File: config.mk
export PLATFORM = sky130hd
export DESIGN_NAME = spi_arbiter
export DESIGN_NICKNAME = d
export VERILOG_FILES = /design/src/rtl/spi_arbiter.sv
export SDC_FILE = /design/constraint.sdc
export NUM_CORES = 1
export LEC_CHECK = 0
export ABC_AREA = 1
export ABC_CLOCK_PERIOD_IN_PS = 1480
export BUFFER_PORTS_ARGS = -buffer_cell sky130_fd_sc_hd__buf_2
export CAP_MARGIN = 30
export CORE_UTILIZATION = 43
export DETAILED_ROUTE_END_ITERATION = 10
export PLACE_DENSITY = 0.88
export SETUP_SLACK_MARGIN = 0.15
export SYNTH_ARGS = -nofsm -noshare
export SYNTH_HDL_FRONTEND = slang
export SYNTH_SLANG_ARGS = --single-unit
export TNS_END_PERCENT = 20
File: constraint.sdc
create_clock -name clk_i -period 1.48 [get_ports clk_i]
set_input_delay 0.296 -clock clk_i [delete_from_list [all_inputs] [get_ports clk_i]]
set_output_delay 0.296 -clock clk_i [all_outputs]
set_load 0.05 [all_outputs]
File: src/rtl/spi_arbiter.sv
// ----------------------------------------------------------------------------
// Module      : spi_arbiter
// Description : Round-robin arbiter sharing one spi_master among NREQ clients,
//               with per-transfer watchdog and spi_master reset sequencing.
// Revision    : 1.0 - initial release
// ----------------------------------------------------------------------------
`default_nettype none

module spi_arbiter #(
  parameter int NREQ    = 4,
  parameter int XFER_TO = 32
) (
  input  logic              clk_i,
  input  logic              rst_ni,
  input  logic [NREQ-1:0]   req_i,
  input  logic [8*NREQ-1:0] req_din_i,
  input  logic [2*NREQ-1:0] req_mode_i,
  output logic [NREQ-1:0]   gnt_o,
  output logic [NREQ-1:0]   done_o,
  output logic [NREQ-1:0]   err_o,
  output logic [NREQ-1:0]   cs_n_o,
  output logic              spi_start_o,
  output logic [7:0]        spi_din_o,
  output logic [1:0]        spi_mode_o,
  output logic              spi_rst_o,
  input  logic              ss_i
);

  localparam int IW = $clog2(NREQ);
  localparam int WW = $clog2(XFER_TO);

  typedef enum logic [2:0] {
    S_IDLE      = 3'd0,
    S_GRANT     = 3'd1,
    S_START     = 3'd2,
    S_WAIT_LOW  = 3'd3,
    S_WAIT_HIGH = 3'd4,
    S_DONE      = 3'd5,
    S_RECOVER   = 3'd6
  } state_e;

  state_e        state_q, state_d;
  logic [IW-1:0] rr_q, rr_d;
  logic [IW-1:0] win_q, win_d;
  logic [WW-1:0] wd_q, wd_d;
  logic [7:0]    din_q, din_d;
  logic [1:0]    mode_q, mode_d;
  logic          spi_rst_q;

  logic [7:0]    din_arr  [NREQ];
  logic [1:0]    mode_arr [NREQ];
  logic [IW-1:0] pick;
  logic          pick_vld;
  logic [IW:0]   rr_idx;
  logic [IW-1:0] win_inc;
  logic [NREQ-1:0] win_oh;
  logic          owns;

  for (genvar g = 0; g < NREQ; g++) begin : g_slice
    assign din_arr[g]  = req_din_i[8*g+7:8*g];
    assign mode_arr[g] = req_mode_i[2*g+1:2*g];
    assign cs_n_o[g]   = gnt_o[g] ? ss_i : 1'b1;
  end

  // Scan from rr upward; iterating downward lets the closest requester win last.
  always_comb begin
    pick     = rr_q;
    pick_vld = 1'b0;
    rr_idx   = '0;
    for (int k = NREQ - 1; k >= 0; k--) begin
      rr_idx = {1'b0, rr_q} + (IW+1)'(k);
      if (rr_idx >= (IW+1)'(NREQ)) begin
        rr_idx = rr_idx - (IW+1)'(NREQ);
      end
      if (req_i[rr_idx[IW-1:0]]) begin
        pick     = rr_idx[IW-1:0];
        pick_vld = 1'b1;
      end
    end
  end

  assign win_inc = (win_q == IW'(NREQ - 1)) ? '0 : win_q + IW'(1);

  always_comb begin
    state_d = state_q;
    rr_d    = rr_q;
    win_d   = win_q;
    wd_d    = wd_q;
    din_d   = din_q;
    mode_d  = mode_q;
    case (state_q)
      S_IDLE: begin
        if (pick_vld) begin
          win_d   = pick;
          din_d   = din_arr[pick];
          mode_d  = mode_arr[pick];
          state_d = S_GRANT;
        end
      end
      S_GRANT: state_d = S_START;
      S_START: begin
        wd_d    = '0;
        state_d = S_WAIT_LOW;
      end
      S_WAIT_LOW, S_WAIT_HIGH: begin
        wd_d = wd_q + WW'(1);
        // Watchdog wins over SS so a stuck slave-select cannot hang the bus.
        if (wd_q == WW'(XFER_TO - 1)) begin
          state_d = S_RECOVER;
        end else if (state_q == S_WAIT_LOW && !ss_i) begin
          state_d = S_WAIT_HIGH;
        end else if (state_q == S_WAIT_HIGH && ss_i) begin
          state_d = S_DONE;
        end
      end
      S_DONE, S_RECOVER: begin
        rr_d    = win_inc;
        state_d = S_IDLE;
      end
      default: state_d = S_IDLE;
    endcase
  end

  always_ff @(posedge clk_i or negedge rst_ni) begin
    if (!rst_ni) begin
      state_q   <= S_IDLE;
      rr_q      <= '0;
      win_q     <= '0;
      wd_q      <= '0;
      din_q     <= '0;
      mode_q    <= '0;
      spi_rst_q <= 1'b1;
    end else begin
      state_q   <= state_d;
      rr_q      <= rr_d;
      win_q     <= win_d;
      wd_q      <= wd_d;
      din_q     <= din_d;
      mode_q    <= mode_d;
      spi_rst_q <= (state_d == S_RECOVER);
    end
  end

  assign win_oh      = NREQ'(1) << win_q;
  assign owns        = (state_q inside {S_GRANT, S_START, S_WAIT_LOW, S_WAIT_HIGH});
  assign gnt_o       = owns ? win_oh : '0;
  assign done_o      = (state_q == S_DONE) ? win_oh : '0;
  assign err_o       = (state_q == S_RECOVER) ? win_oh : '0;
  assign spi_start_o = (state_q == S_START);
  assign spi_din_o   = din_q;
  assign spi_mode_o  = mode_q;
  assign spi_rst_o   = spi_rst_q;

endmodule

`default_nettype wire

==> metrics, run 1 <==
crit path cell chain=buf_6, nor3_4, nor2_4, inv_2, nor2_4, buf_12, nor2_4, nand2_4, buf_8; Mapped Avg Cell Area=6.623 µm²; sequential cell area=579.3 µm²; total congestion overflow=0; synth warn=0; CTS tree=yes; crit end category=output port; residual DRC count=0; initial antenna violation count=0; Hold Crit Start=ss_i; vias in the first global route=1956; nets=418; port bufs=74; Max VDD drop=1.825 mV; Peak Freq=478.6 MHz; crit-path max FO=4; unrepaired setup endpoints after global routing=true; largest net degree at the start of global routing=24; starting density of the core=45.82%; Root Buffer=clkbuf_8; fraction of layout cells with a size suffix above 1=43.96%; routed wire length per instance=14.26 µm; Max clock buf depth=2; Final Cell Area=2706 µm²; status=complete, but fails checks; placed cell area=2364 µm²; WP data arrival=1.79 ns; Die Width=65.16 µm; largest cells by area after synthesis=dfrtp_1 (32%), nand2_1 (18%), nand3_1 (17%); synthesized instance count=259; Die Height=65.16 µm; Worst Setup EP=cs_n_o[1]; core area=3744 µm²; Routed Wire Length=5.876 mm; DIE AREA=4246 µm²; startpoint types=flip-flop; Crit path top cell by count=nor2_4; synthesized cell area=1715 µm²; CP max stage delay=0.42 ns; final core occ=72.29%; CTS Buf Count=3; Max-Cap Viols=0; Setup Slack @ Placement=-0.3162 ns; placed cell count=399; clk_skew=0.002275 ns; DR vias=2195; failing checks=negative setup slack; worst r2r dst=spi_mode_o[1]$_DFFE_PN0P_; final worst setup slack=-0.6096 ns; diodes inserted=0; post-layout power=0.007138 W; htree depth=1; Sink Count=23; Layout area overhead=57.77%; gp weighted congestion=0.8884; Leakage=1.478 nW; drt first-iter violations=146; first-pass GRT wire length=8.721 mm; Syn Nets=312; Worst Path Required=1.18 ns; slowest CP cell=dfrtp_1; post-synthesis sequential area ratio=33.63%; critical path depth=9; gr usage total=26.82%; Final HPWL DP=3.753 mm; Hold WC Path Type=primary input to flip-flop; most common cell after layout, fill and taps aside=nand2_1; Setup CP Type=flip-flop to output port; most frequent cells in the layout=nand2_1 (66), nand3_1 (57), buf_2 (56); Buf/Inv on CP=4; multi-input combinational cell area=1070 µm²; Worst R2R Path Depth=15; R2R setup slack=-0.30 ns; CP delay by family, top=simple AND/OR/NAND/NOR gates; drt first pass iters=5; Distinct cells, synth=25; PD cells=2638 nW/µm²; fin cells=412; fin crit period=2.090 ns; Critical R2R Launch=rr_q[0]$_DFFE_PN0P_; Fin. Hold Viols=0; fin crit share=141.2%; Clock Latency Late Sink=0.26 ns; clk slew on worst S/H paths=0.09 ns; Worst slew margin=64.82%; FF+latch count, synth=23; CP startpoint=state_q[2]$_DFF_PN0_; Rows=22; Synth top area share=32.09%; area leader, netlist=dfrtp_1; filler instances=272; Least-Margin Pin Slew=0.5278 ns; ANT nets after route=0; Final setup viols=33; final slew viol count=0; Ports=75; via-per-instance ratio=5.328
cell type report:
| type | instances | share of cell area, % |
|---|---|---|
| multi-input combinational | 195 | 39.53 |
| timing repair buffer | 111 | 30.65 |
| sequential | 23 | 21.41 |
| inverter | 31 | 4.484 |
| tap | 48 | 2.219 |
| clock buffer | 3 | 1.526 |
| clock inverter | 1 | 0.1849 |
kinds of logic after synthesis:
group | count (synthesis) | share of synthesized area [%]
adder cells (fa/ha/maj) | 6 | 4.376
flip-flops | 23 | 33.63
AO/OA/AOI/OAI | 15 | 5.324
XOR/XNOR | 1 | 0.5107
buffers and inverters | 41 | 11.96
AND/OR/NAND/NOR | 173 | 44.20
through the flow:
step,TNS (ns),hold WS [ns]
finish,-9.964,0.3004
global route,-13.33,0.3069
CTS,-8.264,0.2868
detailed placement,-5.595,0.3006
global placement,-4.527,0.2988
floorplan,-7.139,0.0004090
how the worst min path moves through the flow:
stage / endpoint / slack, ns / cells after the start
detailed placement: wd_q[2]$_DFFE_PN0P_ / 0.30 / 1
finish: state_q[2]$_DFF_PN0_ / 0.30 / 2
global route: state_q[2]$_DFF_PN0_ / 0.31 / 2
CTS: state_q[2]$_DFF_PN0_ / 0.29 / 2
global placement: spi_din_o[6]$_DFFE_PN0P_ / 0.30 / 1
floorplan: rr_q[0]$_DFFE_PN0P_ / 0.0004 / 0
power by group:
group | internal [W] | switching, W | leakage, nW
sequential | 0.000910 | 0.000228 | 0.284
combinational | 0.00215 | 0.00345 | 1.17
clock | 0.000188 | 0.000212 | 0.0255
total | 0.00325 | 0.00389 | 1.48
state kept, by name, summed over array words and instances, names as in the netlist:
| name | count |
|---|---|
| rr_q | 2 |
| spi_din_o | 8 |
| spi_mode_o | 2 |
| spi_rst_o | 1 |
| state_q | 3 |
| wd_q | 5 |
| win_q | 2 |
cells in the mapped netlist:
cell type / n
xor2_1: 1
a32o_1: 1
nand2_2: 2
nand3_1: 58
inv_1: 27
nand3_2: 3
nor2_2: 2
inv_2: 3
o21ai_0: 5
nor2_1: 22
buf_4: 2
a21oi_1: 1
nand2_1: 81
ha_1: 6
o21ai_1: 3
buf_2: 3
a22o_1: 2
nor3_1: 4
dfrtp_1: 22
a31oi_1: 2
buf_6: 5
dfstp_2: 1
inv_4: 1
o22ai_1: 1
or2_2: 1
routing by layer:
layer  vias up  global-route usage, %  wire length, µm
met5         -                      0                0
met4         0                  12.50              242
met3        28                  4.340              288
met2        93                  47.94             2981
met1      1027                  30.97             2363
li1       1047                      -                -
timing repair:
item | in CTS | in global routing
gates resized for setup | 54 | 18
pin swaps | 11 | 7
endpoints found under the setup margin | 34 | 40
setup buffers | 5 | 3
hold endpoints to repair | 5 | 0
hold buffers | 1 | 0
gates cloned | 0 | 0
(Power assumes the default switching activity.)
==> run 2: changes to the inputs <==
--- a/config.mk
+++ b/config.mk
@@ -12,7 +12,7 @@
 export CORE_UTILIZATION = 43
 export DETAILED_ROUTE_END_ITERATION = 10
 export PLACE_DENSITY = 0.88
-export SETUP_SLACK_MARGIN = 0.15
+export SETUP_SLACK_MARGIN = 0.2
 export SYNTH_ARGS = -nofsm -noshare
 export SYNTH_HDL_FRONTEND = slang
 export SYNTH_SLANG_ARGS = --single-unit
==> metrics, run 2 (synthesis gave the netlist of run 1 again) <==
crit end category=output port; final worst setup slack=-0.6289 ns (-0.01926 ns); Critical R2R Launch=rr_q[0]$_DFFE_PN0P_; Worst slew margin=64.62% (-0.20 points); post-layout power=0.007190 W (+0.73%); via-per-instance ratio=5.248 (-1.5%); fin crit share=142.5% (+1.3 points); Max clock buf depth=2 (unchanged); Least-Margin Pin Slew=0.5307 ns (+0.002983 ns); sequential power share=15.8% (about the same); fraction of layout cells with a size suffix above 1=44.51% (+0.55 points); vias in the first global route=1938 (-0.92%); net switching power=0.003893 W (+0.16%); Die Height=65.16 µm (unchanged); residual DRC count=0 (unchanged); Fin. Hold Viols=0 (unchanged); Ports=75 (unchanged); DIE AREA=4246 µm² (unchanged); routed wire length per instance=14.04 µm (-1.5%); PD cells=2646 nW/µm² (+0.31%); Rows=22 (unchanged); multi-input combinational cell area=1072 µm² (+0.23%); worst r2r dst=spi_mode_o[1]$_DFFE_PN0P_; drt first-iter violations=141 (-3.4%); core area=3744 µm² (unchanged); sw frac=54.14% (-0.31 points); Max VDD drop=1.766 mV (-3.2%); most common cell after layout, fill and taps aside=nand2_1; CTS Buf Count=3 (unchanged); clk slew on worst S/H paths=0.09 ns (about the same); starting density of the core=45.82% (unchanged); port bufs=74 (unchanged); final slew viol count=0 (unchanged); Sink Count=23 (unchanged); clk_skew=0.006412 ns (+0.004137 ns); failing checks=negative setup slack; Clock Power Share=5.6% (about the same); Hold WC Path Type=primary input to flip-flop; htree depth=1 (unchanged); Setup CP Type=flip-flop to output port; Worst Path Required=1.18 ns (about the same); Final HPWL DP=3.753 mm (unchanged); Hold Worst Slack=0.3008 ns (+0.0004400 ns); number of flip-flops under the largest register name=8 (unchanged); unrepaired setup endpoints after global routing=true; largest net degree at the start of global routing=24 (unchanged); Final setup viols=34 (+3.0%); gp weighted congestion=0.8884 (unchanged); Root Buffer=clkbuf_8; crit-path max FO=4 (unchanged); WP data arrival=1.81 ns (+0.02 ns); total congestion overflow=0 (unchanged); startpoint types=flip-flop; DR vias=2162 (-1.5%); Comb pwr share=78.6% (about the same); Power Internal=0.003297 W (+1.4%); most frequent cells in the layout=nand2_1 (67), nand3_1 (56), buf_2 (56); Routed Wire Length=5.785 mm (-1.5%); nets=418 (unchanged); initial antenna violation count=0 (unchanged); Die Width=65.16 µm (unchanged); hold endpoint=state_q[2]$_DFF_PN0_; Layout area overhead=58.42%; Clock Latency Late Sink=0.27 ns (about the same); fin crit period=2.109 ns (+0.01926 ns); first-pass GRT wire length=8.707 mm (-0.16%); worst hold stages=2 (unchanged); sequential cell area=579.3 µm² (unchanged); Worst R2R Path Depth=15 (unchanged); Max-Cap Viols=0 (unchanged); drt first pass iters=4 (-1); Leakage=1.480 nW (about the same); Peak Freq=474.2 MHz (-0.91%); Hold Crit Start=ss_i; R2R setup slack=-0.31 ns (about the same); CTS tree=yes; ANT nets after route=0 (unchanged); gr usage total=26.74% (-0.074 points); status=complete, but fails checks; filler instances=272 (unchanged); diodes inserted=0 (unchanged)
run 2: cell counts in the layout (fill, tap and decap cells not counted):
No cell type changed its count.
run 2: cell type report:
| class | count | area share [%] |
|---|---|---|
| clock inverters | 1 | 0.1842 |
| repair buffers | 111 | 30.94 |
| multi-input cells | 195 | 39.46 |
| flip-flops and latches | 23 | 21.32 |
| well taps | 48 | 2.210 |
| clock buffers | 3 | 1.519 |
| inverters | 31 | 4.374 |
run 2: power groups by stage:
| stage | clock [W] | sequential, W | combinational (W) |
|---|---|---|---|
| after CTS | 0.000409 | 0.00111 | 0.00527 |
| after global placement | 0 | 0.00110 | 0.00465 |
| final | 0.000401 | 0.00113 | 0.00565 |
| after global routing | 0.000433 | 0.00115 | 0.00610 |
| after floorplan | 0 | 0.00157 | 0.00303 |
| after detailed placement | 0 | 0.00111 | 0.00474 |
run 2: how the worst max path moves through the flow:
stage                    startpoint         to  slack (ns)  depth (start not counted)
2_1_floorplan  state_q[1]$_DFF_PN0_  cs_n_o[0]       -0.65                          7
3_3_place_gp   state_q[1]$_DFF_PN0_  cs_n_o[1]       -0.29                          9
3_5_place_dp   state_q[1]$_DFF_PN0_  cs_n_o[1]       -0.32                          9
4_1_cts        state_q[2]$_DFF_PN0_  cs_n_o[0]       -0.52                          9
5_1_grt        state_q[2]$_DFF_PN0_  cs_n_o[0]       -0.65                          9
6_report       state_q[2]$_DFF_PN0_  cs_n_o[0]       -0.63                         10
run 2: what timing repair did:
item | CTS | global route
gates cloned | 0 | 0
buffers inserted | 5 | 3
hold endpoints to repair | 5 | 0
hold buffers | 1 | 0
endpoints found under the setup margin | 38 | 40
resized for setup | 56 | 19
pin swaps | 13 | 7
run 2: critical path: stages (launching register included):
cell and delay [ns]:
dfrtp_1 0.45, inv_1 0.09, nand3_1 0.14, nand2_2 0.10
nor2_2 0.15, inv_2 0.07, nor2_4 0.14, buf_12 0.14
nor2_4 0.05, nand2_4 0.07, buf_8 0.14
run 2: metal layers:
metal / global-route usage (%) / share of wire (%) / up-vias
met5: 0 / 0 / -
met4: 10.05 / 3.3 / 0
met3: 3.646 / 5.4 / 20
met2: 49.61 / 52 / 97
met1: 30.75 / 40 / 1001
li1: - / - / 1044
run 2: per-stage QoR:
step	area (µm²)	util, %	std cells	setup slack [ns]	TNS [ns]
final	2718	72.59	412	-0.6289	-10.64
after CTS	2634	70.35	409	-0.5229	-8.264
after detailed placement	2364	63.14	399	-0.3162	-5.595
after global routing	2718	72.59	412	-0.6523	-13.19
after floorplan	1797	-	259	-0.6463	-7.139
after global placement	2364	63.14	399	-0.2913	-4.527
==> run 3: changes to the inputs <==
--- a/config.mk
+++ b/config.mk
@@ -11,9 +11,9 @@
 export CAP_MARGIN = 30
 export CORE_UTILIZATION = 43
 export DETAILED_ROUTE_END_ITERATION = 10
-export PLACE_DENSITY = 0.88
+export PLACE_DENSITY = 0.77
 export SETUP_SLACK_MARGIN = 0.2
 export SYNTH_ARGS = -nofsm -noshare
 export SYNTH_HDL_FRONTEND = slang
 export SYNTH_SLANG_ARGS = --single-unit
-export TNS_END_PERCENT = 20
+export TNS_END_PERCENT = 10
==> metrics, run 3 (synthesis gave the netlist of run 1 again) <==
residual DRC count=0 (unchanged); filler instances=293 (+7.7%); DIE AREA=4246 µm² (unchanged); CP max stage delay=0.43 ns (-0.02 ns); unrepaired setup endpoints after global routing=true; Worst Path Required=1.18 ns (about the same); starting density of the core=45.82% (unchanged); htree depth=1 (unchanged); routed wire length per instance=13.19 µm (-6.1%); clk slew on worst S/H paths=0.09 ns (about the same); Comb pwr share=78.9% (+0.3 points); most frequent cells in the layout=nand2_1 (70), nand3_1 (56), buf_2 (56); status=complete, but fails checks; port bufs=74 (unchanged); sequential power share=15.5% (-0.3 points); Layout area overhead=59.52%; startpoint types=flip-flop; fin crit period=2.066 ns (-0.04258 ns); Worst R2R Path Depth=12 (-3); DR vias=2098 (-3.0%); WP data arrival=1.77 ns (-0.04 ns); TNS Setup=-11.52 ns (-0.8811 ns); Max VDD drop=1.664 mV (-5.8%); via-per-instance ratio=4.995 (-4.8%); sw frac=53.23% (-0.92 points); Clock Power Share=5.6% (about the same); gp weighted congestion=0.9361 (+5.4%); crit end category=output port; ANT nets after route=0 (unchanged); number of flip-flops under the largest register name=8 (unchanged); Leakage=1.511 nW (+2.1%); slowest CP cell=dfrtp_1; fraction of layout cells with a size suffix above 1=44.89% (+0.39 points); CTS tree=yes; Root Buffer=clkbuf_8; R2R setup slack=-0.57 ns (-0.26 ns); worst r2r dst=wd_q[2]$_DFFE_PN0P_; placed cell count=402 (+0.75%); PD cells=2657 nW/µm² (+0.44%); Setup CP Type=flip-flop to output port; Die Width=65.16 µm (unchanged); Hold Buf Count CTS=0 (-1); fin cells=420 (+1.9%); Final HPWL DP=3.495 mm (-6.9%); Sink Count=23 (unchanged); most common cell after layout, fill and taps aside=nand2_1; diodes inserted=0 (unchanged); Fin. Hold Viols=19 (+19); clk_skew=0.002020 ns (-0.004392 ns); largest net degree at the start of global routing=24 (unchanged); Rows=22 (unchanged); total congestion overflow=0 (unchanged); crit-path max FO=4 (unchanged); Critical R2R Launch=state_q[1]$_DFF_PN0_; Hold Worst Slack=-0.004945 ns (-0.3057 ns); Worst slew margin=64.73% (+0.11 points); failing checks=negative hold slack, negative setup slack; Ports=75 (unchanged); drt first-iter violations=124 (-12%); Max clock buf depth=2 (unchanged); CTS Buf Count=3 (unchanged); crit path cell chain=inv_2, buf_6, nor3_4, nor2_2, inv_2, nor2_4, buf_12, nor2_4, nand2_4, buf_8; Hold WC Path Type=primary input to async pin; core area=3744 µm² (unchanged); Routed Wire Length=5.539 mm (-4.3%); Max-Cap Viols=0 (unchanged); Final setup viols=35 (+2.9%); Least-Margin Pin Slew=0.5291 ns (-0.001629 ns); fin crit share=139.6% (-2.9 points); Clock Latency Late Sink=0.27 ns (about the same); nets=426 (+1.9%); Die Height=65.16 µm (unchanged); drt first pass iters=4 (unchanged); gr usage total=25.71% (-1.0 points); Power Internal=0.003401 W (+3.2%); Peak Freq=484.0 MHz (+2.1%); vias in the first global route=1893 (-2.3%); initial antenna violation count=0 (unchanged); final worst setup slack=-0.5863 ns (+0.04258 ns); net switching power=0.003870 W (-0.58%); first-pass GRT wire length=8.328 mm (-4.4%); final slew viol count=0 (unchanged)
## run 3: timing repair
| item | in CTS | in global routing |
|---|---|---|
| endpoints found under the setup margin | 36 | 40 |
| endpoints found under the hold margin | 0 | 0 |
| pin swaps | 10 | 1 |
| buffers inserted | 12 | 2 |
| resized for setup | 50 | 16 |
## run 3: worst max-delay path, delay by kind of cell (launching register included)
| kind | cells | cell delay, ns |
|---|---|---|
| buffers and inverters | 5 | 0.57 |
| and+or+nand+nor | 5 | 0.49 |
| DFF | 1 | 0.43 |
## run 3: power groups by stage
stage / logic [W] / registers, W / clock network (W)
after floorplan: 0.00303 / 0.00157 / 0
after global placement: 0.00465 / 0.00112 / 0
after detailed placement: 0.00473 / 0.00111 / 0
after CTS: 0.00541 / 0.00112 / 0.000407
after global routing: 0.00620 / 0.00116 / 0.000443
final: 0.00574 / 0.00113 / 0.000404
## run 3: worst max-delay path by stage
stage                    startpoint                        end  depth (start not counted)  slack (ns)
2_1_floorplan  state_q[1]$_DFF_PN0_                  cs_n_o[0]                          7       -0.65
3_3_place_gp   state_q[0]$_DFF_PN0_                  cs_n_o[3]                          9       -0.30
3_5_place_dp    rr_q[0]$_DFFE_PN0P_  spi_mode_o[1]$_DFFE_PN0P_                         11       -0.34
4_1_cts        state_q[1]$_DFF_PN0_                  cs_n_o[1]                         10       -0.50
5_1_grt        state_q[0]$_DFF_PN0_                  cs_n_o[3]                         10       -0.67
6_report       state_q[1]$_DFF_PN0_                  cs_n_o[2]                         10       -0.59
## run 3: final cells by class
cell class | count | area, µm² | area share [%]
multi-input combinational | 195 | 1062 | 38.82
timing repair buffer | 119 | 870.8 | 31.82
sequential | 23 | 578.1 | 21.12
inverter | 31 | 118.9 | 4.344
tap | 48 | 60.06 | 2.195
clock buffer | 3 | 41.29 | 1.509
clock inverter | 1 | 5.005 | 0.1829
## run 3: stage by stage
step	area (µm²)	utilization [%]	hold slack (ns)	total power (W)	worst slack, ns
6_report	2736	73.09	-0.004945	0.007272	-0.5863
5_1_grt	2736	73.09	0.02941	0.007809	-0.6694
4_1_cts	2666	71.22	0.01074	0.006930	-0.4977
3_5_place_dp	2374	63.40	0.2999	0.005841	-0.3422
3_3_place_gp	2374	63.40	0.3072	0.005769	-0.2970
2_1_floorplan	1797	-	0.0004090	0.004600	-0.6463
## run 3: routing by layer
layer	GRT usage [%]	wire length, µm	part of all wire [%]	vias to the layer above
met5	0	0	0	-
met4	9.511	148	2.7	0
met2	46.13	2857	52	58
met1	31.86	2307	42	965
met3	2.083	225	4.1	16
li1	-	-	-	1059
